### src/rtl/counter_sched_pkg.sv
// +----------------------------------------------------------------------------+
// | counter_sched_pkg : shared state encoding and default sizes for the        |
// |                     round-robin counter scheduler                          |
// | Revision: 1.0                                                              |
// +----------------------------------------------------------------------------+
`default_nettype none

package counter_sched_pkg;

  typedef enum logic [1:0] {
    IDLE  = 2'd0,
    COUNT = 2'd1,
    DONE  = 2'd2
  } state_t;

  localparam int c_nreq  = 2;
  localparam int c_width = 4;

endpackage

`default_nettype wire

### src/rtl/count4_dp.sv
// +----------------------------------------------------------------------------+
// | count4_dp : WIDTH-bit up-counter with synchronous clear and enable         |
// | Revision: 1.0                                                              |
// +----------------------------------------------------------------------------+
`default_nettype none

module count4_dp
  import counter_sched_pkg::*;
#(
  parameter int WIDTH = c_width
) (
  input  logic             clk,
  input  logic             rst,
  input  logic             clr,
  input  logic             en,
  output logic [WIDTH-1:0] count
);

  logic [WIDTH-1:0] r_count;

  always_ff @(posedge clk or negedge rst) begin
    if (!rst) begin
      r_count <= '0;
    end else if (clr) begin
      r_count <= '0;
    end else if (en) begin
      r_count <= r_count + 1'b1;
    end
  end

  assign count = r_count;

endmodule

`default_nettype wire

### src/rtl/counter_sched.sv
// +----------------------------------------------------------------------------+
// | counter_sched : round-robin scheduler sharing one up-counter among NREQ    |
// |                 requesters. Optional COUNTER_SCHED_ABORT_EN lets an owner  |
// |                 abandon its run by dropping req.                           |
// | Revision: 1.0                                                              |
// +----------------------------------------------------------------------------+
`default_nettype none

module counter_sched
  import counter_sched_pkg::*;
#(
  parameter int NREQ  = c_nreq,
  parameter int WIDTH = c_width
) (
  input  logic                  clk,
  input  logic                  rst,
  input  logic [NREQ-1:0]       req,
  input  logic [NREQ*WIDTH-1:0] target,
  output logic [NREQ-1:0]       grant,
  output logic [NREQ-1:0]       done,
  output logic [WIDTH-1:0]      count_out,
  output logic                  busy
);

  localparam int              c_pw  = (NREQ > 1) ? $clog2(NREQ) : 1;
  localparam logic [NREQ-1:0] c_one = NREQ'(1);

  state_t            r_state;
  logic [NREQ-1:0]   r_grant;
  logic [NREQ-1:0]   r_done;
  logic [WIDTH-1:0]  r_tgt;
  logic [c_pw-1:0]   r_ptr;
  logic [c_pw-1:0]   r_own;

  logic              w_found;
  logic [c_pw-1:0]   w_win;
  logic [c_pw-1:0]   w_cand;
  logic [c_pw-1:0]   w_next_ptr;
  logic              w_clr;
  logic              w_en;
  logic              w_abort;
  logic [WIDTH-1:0]  w_count;

  // First requester at or after the pointer, wrapping round
  always_comb begin
    w_found = 1'b0;
    w_win   = '0;
    w_cand  = '0;
    for (int k = 0; k < NREQ; k++) begin
      w_cand = c_pw'((int'(r_ptr) + k) % NREQ);
      if (!w_found && req[w_cand]) begin
        w_found = 1'b1;
        w_win   = w_cand;
      end
    end
  end

  assign w_next_ptr = c_pw'((int'(w_win) + 1) % NREQ);

`ifdef COUNTER_SCHED_ABORT_EN
  assign w_abort = (r_state == COUNT) && !req[r_own];
`else
  assign w_abort = 1'b0;
`endif

  assign w_clr = (r_state == IDLE) && w_found;
  assign w_en  = (r_state == COUNT) && (w_count != r_tgt) && !w_abort;

  always_ff @(posedge clk or negedge rst) begin
    if (!rst) begin
      r_state <= IDLE;
      r_grant <= '0;
      r_done  <= '0;
      r_tgt   <= '0;
      r_ptr   <= '0;
      r_own   <= '0;
    end else begin
      unique case (r_state)
        IDLE: begin
          r_done <= '0;
          if (w_found) begin
            r_grant <= c_one << w_win;
            r_tgt   <= target[int'(w_win)*WIDTH +: WIDTH];
            r_own   <= w_win;
            r_ptr   <= w_next_ptr;
            r_state <= COUNT;
          end
        end
        COUNT: begin
          if (w_abort) begin
            r_grant <= '0;
            r_state <= IDLE;
          end else if (w_count == r_tgt) begin
            r_grant <= '0;
            r_done  <= c_one << r_own;
            r_state <= DONE;
          end
        end
        DONE: begin
          r_done  <= '0;
          r_state <= IDLE;
        end
        default: begin
          r_grant <= '0;
          r_done  <= '0;
          r_state <= IDLE;
        end
      endcase
    end
  end

  count4_dp #(
    .WIDTH (WIDTH)
  ) u_dp (
    .clk   (clk),
    .rst   (rst),
    .clr   (w_clr),
    .en    (w_en),
    .count (w_count)
  );

  assign grant     = r_grant;
  assign done      = r_done;
  assign count_out = w_count;
  assign busy      = (r_state != IDLE);

endmodule

`default_nettype wire

### config.mk
export PLATFORM = sky130hd
export DESIGN_NAME = counter_sched
export DESIGN_NICKNAME = d
export VERILOG_FILES = /design/src/rtl/counter_sched_pkg.sv /design/src/rtl/count4_dp.sv /design/src/rtl/counter_sched.sv
export SDC_FILE = /design/constraint.sdc
export NUM_CORES = 1
export LEC_CHECK = 0
export CAP_MARGIN = 0
export CORE_MARGIN = 5
export CORE_UTILIZATION = 49
export CTS_CLUSTER_SIZE = 10
export DETAILED_ROUTE_END_ITERATION = 10
export MAX_ROUTING_LAYER = met4
export PLACE_DENSITY = 0.78
export SYNTH_ARGS = -nofsm -noshare
export SYNTH_HDL_FRONTEND = slang
export SYNTH_SLANG_ARGS = --single-unit
### constraint.sdc
create_clock -name clk -period 3.2 [get_ports clk]
set_input_delay 0.48 -clock clk [delete_from_list [all_inputs] [get_ports clk]]
set_output_delay 0.48 -clock clk [all_outputs]
set_load 0.01 [all_outputs]
==> results of run 1 <==
cell usage after synthesis, types with 2 or more instances:
library cell,number
o21ai_0,2
a21oi_1,2
xnor2_1,4
nand2b_1,3
dfrtp_1,16
a22o_1,4
nor2_1,6
mux2i_1,5
nand2_1,7
a21o_1,6
o2bb2ai_1,2
inv_1,2
final timing paths:
| path | endpoint | slack (ns) | cells after the start |
|---|---|---|---|
| worst max-delay path | busy | 1.20 | 2 |
| worst min-delay path | r_own$_DFFE_PN0P_ | 0.51 | 1 |
| worst max register to register | done[0]$_DFFE_PN0N_ | 1.69 | 4 |
| worst min register to register | r_own$_DFFE_PN0P_ | 0.51 | 1 |
| max in group asynchronous | done[0]$_DFFE_PN0N_ | 2.15 | 1 |
| min in group asynchronous | r_tgt[1]$_DFFE_PN0P_ | 0.60 | 1 |
metal layers:
| metal | up-vias | GRT usage, % | part of all wire (%) |
|---|---|---|---|
| met2 | 15 | 20.8 | 49 |
| met3 | 0 | 3.92 | 5.8 |
| li1 | 293 | - | - |
| met1 | 276 | 16.0 | 45 |
| met4 | 0 | 5.24 | 0 |
| met5 | - | - | 0 |
where the power goes:
group	switching [W]	leakage, nW	internal, W
Combinational	0.000227	0.275	0.000308
Sequential	0.0000918	0.202	0.000301
Clock	0.0000642	0.0210	0.0000693
Total	0.000383	0.498	0.000678
critical path: stages, from the launching register on:
cell and delay (ns):
dfrtp_1 0.46, or2_4 0.29, clkdlybuf4s50_1 0.49
layout make-up:
type / count / area (um2) / area share, %
Tap cell: 16 / 20.0 / 1.95
Sequential cell: 16 / 400 / 39.0
Inverter: 2 / 7.51 / 0.731
Clock buffer: 4 / 36.3 / 3.53
Multi-Input combinational cell: 51 / 363 / 35.3
Timing Repair Buffer: 20 / 200 / 19.5
state kept, by name (all words and copies together), names as in the netlist:
| signal | flops |
|---|---|
| done | 2 |
| r_own | 1 |
| r_state | 2 |
| r_ptr | 1 |
| grant | 2 |
| u_dp.count | 4 |
| r_tgt | 4 |
stage by stage:
stage                     std cells  setup WS [ns]
after floorplan                  70           1.73
after global placement          105           1.35
after detailed placement        105           1.29
after CTS                       109           1.19
after global routing            109           1.14
final                           109           1.20
logic make-up (layout without fill, tap and decap cells):
logic type	count (synthesis)	count (layout)	synth area share (%)
DFF	16	16	51.2
adders and majority gates	1	1	1.60
and+or+nand+nor	22	22	14.2
AOI/OAI and AO/OA	19	19	19.7
muxes	5	5	6.40
buffers and inverters	3	26	2.40
xor gates and xnor gates	4	4	4.48
==> out/qor.txt, run 1 <==
status - completed
clk_lat worst skew - 0.29 ns
leak pwr - 0.498 nW
clock-pin slew on the worst setup and hold paths - 0.09 ns
Crit. End Element - primary output
pin count of the biggest net entering global routing - 17
CTS H-tree lvls - 1
CTS resizes - 0
CP startpoint - r_state[1]$_DFFE_PN0P_
initial antenna violation count - 0
top post-synthesis cells by area - dfrtp_1 51%, mux2i_1 6.4%, a21o_1 5.8%, a22o_1 4.5%, xnor2_1 4.5%
crit share post-route - 62.5%
ANT cells - 0
commonest non-fill, non-tap cells in the layout - 20 x clkdlybuf4s50_1, 16 x dfrtp_1, 7 x nand2_1
drt pass-1 iters - 4
via density per instance - 5.36
fraction of registers with async set/reset - 100%
Via Count - 584
Worst EP arrival - 1.52 ns
fin util - 68.2%
Max-cap violations - 0
Startpoint Class - register
Yosys top cell area share - 51.2%
Die Span X - 50.0 um
DP HPWL - 1120 um
num rows - 14
unrepaired setup endpoints after global routing - no
DRT iter0 DRCs - 4
relative slew slack - 53.4%
Worst Hold Class - reg -> reg
Port Buffers - 20
Die Y - 50.0 um
Reg-to-Reg Start - u_dp.count[0]$_DFFE_PN0P_
CORE AREA - 0.00151 mm2
Synth area leader - dfrtp_1
Num CTS Buffers - 3
placed cell areas - 991 um2
Die ar. - 0.00250 mm2
worst endpoint required time - 2.72 ns
fillcell total - 127
hold wc startpoint - r_own$_DFFE_PN0P_
Fin Hold WS - 0.512 ns
# Post-CTS Setup Buffers - 0
Final Hold Viols - 0
Ys Warns - 0
Hold Buf Count CTS - 0
total grt overflow - 0
IO Pins - 21
CTS Root Buffer Type - clkbuf_4
worst slew pin tran - 0.697 ns
nets - 107
FF+latch count, synth - 16
drt total wl - 1480 um
most common cell after layout, fill and taps aside - clkdlybuf4s50_1
ys flop type - dfrtp_1
CTS tree - done
Antenna Nets Post-Route - 0
Setup Skew - 0.00372 ns
Design Area, Final - 0.00103 mm2
Total Routing Usage GR - 13.3%
minimum clock period - 2.00 ns
drt wl/cell - 13.6 um
Avg Synthesized Cell Area - 11.2 um2
Synth Cell Area - 782 um2
DRC - 0
Num Clock Sinks - 16
gpl congestion - 0.725
area delta synth->final - 31.4%
Netlist cell types - 23
final setup vio count - 0
critical-path maximum fanout - 8
global-route wire length before repair - 2500 um
part of the Yosys area used for sequential elements - 51.2%
EDFF count, synth - 0
critical setup path kind - reg -> out
layout cell share with drive strength beyond 1 - 8.60%
VDD IR max - 616 uV
maximum clock rate - 0.500 GHz
maximum clock insertion buffer count - 2
max-slew violation count - 0
setup TNS - 0 ns
pwr/cell area - 1030 mW/mm2
Gate Count Post-Synth - 70
overall power - 0.00106 W
Net Count, Synth - 83
vias in the first global route - 554
initial core utilization - 51.9%
Power figures use the tool's default switching activity.
==> run 2: changes to the inputs <==
- CORE_UTILIZATION: 49 -> 46
- PLACE_DENSITY: 0.78 -> 0.74
- clock period: 3.2 -> 1.85 ns (I/O delays scaled with it)
==> out/qor.txt, run 2 (synthesized netlist as in run 1, its figures left out) <==
unrepaired setup endpoints after global routing - no (unchanged)
Via Count - 600 (was 584)
Worst Hold Class - in -> async (was reg -> reg)
Reg-to-Reg Start - u_dp.count[0]$_DFFE_PN0P_ (unchanged)
final setup vio count - 0 (unchanged)
Die Span X - 51.2 um (was 50.0 um)
num rows - 14 (unchanged)
DP HPWL - 1350 um (was 1120 um)
critical setup path kind - reg -> out (unchanged)
CTS resizes - 0 (unchanged)
CTS Root Buffer Type - clkbuf_4 (unchanged)
Num CTS Buffers - 3 (unchanged)
drt total wl - 1670 um (was 1480 um)
Worst R2R Setup Slack - 0.30 ns (was 1.69 ns)
CP Cell Sequence - or2_4 -> clkdlybuf4s50_1 (unchanged)
Crit-path slowest cell - clkdlybuf4s50_1 (unchanged)
DRC - 0 (unchanged)
initial core utilization - 50.2% (was 51.9%)
maximum clock rate - 0.567 GHz
CORE AREA - 0.00156 mm2 (was 0.00151 mm2)
fillcell total - 141 (was 127)
pwr/cell area - 1780 mW/mm2 (was 1030 mW/mm2)
Hold Buf Count CTS - 0 (unchanged)
VDD IR max - 1030 uV (was 616 uV)
worst endpoint required time - 1.57 ns (was 2.72 ns)
critical-path maximum fanout - 8 (unchanged)
drt pass-1 iters - 4 (unchanged)
vias in the first global route - 650 (was 554)
Worst Setup EP - busy (unchanged)
Fin Hold WS - 0.289 ns (was 0.512 ns)
Antenna Nets Post-Route - 0 (unchanged)
clk_lat worst skew - 0.28 ns (was 0.29 ns)
Worst EP arrival - 1.49 ns (was 1.52 ns)
leak pwr - 0.496 nW (was 0.498 nW)
initial antenna violation count - 0 (unchanged)
nets - 108 (was 107)
layout cell share with drive strength beyond 1 - 8.60% (unchanged)
IO Pins - 21 (unchanged)
setup TNS - 0 ns (unchanged)
most common cell after layout, fill and taps aside - clkdlybuf4s50_1 (unchanged)
max-slew violation count - 0 (unchanged)
overall power - 0.00181 W (was 0.00106 W)
drt wl/cell - 15.3 um (was 13.6 um)
relative slew slack - 72.2% (was 53.4%)
total grt overflow - 0 (unchanged)
gpl congestion - 0.704 (was 0.725)
Multi-input gate area - 363 um2 (unchanged)
via density per instance - 5.50 (was 5.36)
pin count of the biggest net entering global routing - 13 (was 17)
commonest non-fill, non-tap cells in the layout - 20 x clkdlybuf4s50_1, 16 x dfrtp_1, 7 x nand2_1 (unchanged)
register area - 400 um2 (unchanged)
area delta synth->final - 30.6% (was 31.4%)
Final Hold Viols - 0 (unchanged)
Setup Skew - 0.00214 ns (was 0.00372 ns)
CP peak stage delay - 0.48 ns (was 0.49 ns)
CTS tree - done (unchanged)
global-route wire length before repair - 2870 um (was 2500 um)
CP startpoint - r_state[1]$_DFFE_PN0P_ (unchanged)
CTS H-tree lvls - 1 (unchanged)
Startpoint Class - register (unchanged)
maximum clock insertion buffer count - 2 (unchanged)
minimum clock period - 1.76 ns
ANT cells - 0 (unchanged)
FF-to-FF path depth - 4 (unchanged)
# Post-CTS Setup Buffers - 0 (unchanged)
Crit. End Element - primary output (unchanged)
status - completed (unchanged)
Total Routing Usage GR - 15.0% (was 13.3%)
DRT iter0 DRCs - 16 (was 4)
RR Endpoint - u_dp.count[0]$_DFFE_PN0P_ (was done[0]$_DFFE_PN0N_)
Die Y - 51.2 um (was 50.0 um)
Max-cap violations - 0 (unchanged)
worst slew pin tran - 0.416 ns (was 0.697 ns)
Die ar. - 0.00262 mm2 (was 0.00250 mm2)
crit share post-route - 95.3%
clock-pin slew on the worst setup and hold paths - 0.09 ns (about the same)
Port Buffers - 20 (unchanged)
Num Clock Sinks - 16 (unchanged)
==> run 2: how the worst min path moves through the flow <==
stage / to / slack (ns) / depth (start not counted)
after floorplan: done[0]$_DFFE_PN0N_ / -0.02 / 0
after global placement: r_own$_DFFE_PN0P_ / 0.49 / 1
after detailed placement: r_own$_DFFE_PN0P_ / 0.50 / 1
after CTS: u_dp.count[1]$_DFFE_PN0P_ / 0.30 / 1
after global routing: u_dp.count[1]$_DFFE_PN0P_ / 0.33 / 1
final: u_dp.count[1]$_DFFE_PN0P_ / 0.29 / 1
==> run 2: routing by layer <==
layer	track usage, %	up-vias	wire length, um
li1	-	293	-
met1	17.6	291	742
met2	25.5	16	846
met3	3.78	0	83
met4	3.93	0	0
met5	-	-	0
==> run 2: metrics by stage <==
stage,std cells,area [um2],setup slack [ns],util (%)
6_report,109,1020,0.0862,65.5
5_1_grt,109,1020,0.0132,65.5
3_5_place_dp,106,998,0.171,64.0
4_1_cts,109,1020,0.0709,65.5
3_3_place_gp,106,998,0.216,64.0
2_1_floorplan,70,782,0.383,-
==> run 2: layout make-up <==
cell class,instances,share of cell area (%)
flip-flops and latches,16,39.2
clock buffers,3,2.21
repair buffers,21,20.3
inverters,2,0.735
well taps,16,1.96
multi-input cells,51,35.5
==> run 2: critical path, delay by kind of cell (launching register included) <==
family        cells  cell delay (ns)
flops             1             0.44
simple gates      1             0.28
buf+inv           1             0.48
==> run 2: report_power, final <==
part	leakage (nW)	internal, W	switching [W]	total [W]
sequential	0.202	0.000521	0.000169	0.000691
clock	0.0138	0.0000755	0.000101	0.000177
combinational	0.280	0.000535	0.000412	0.000948
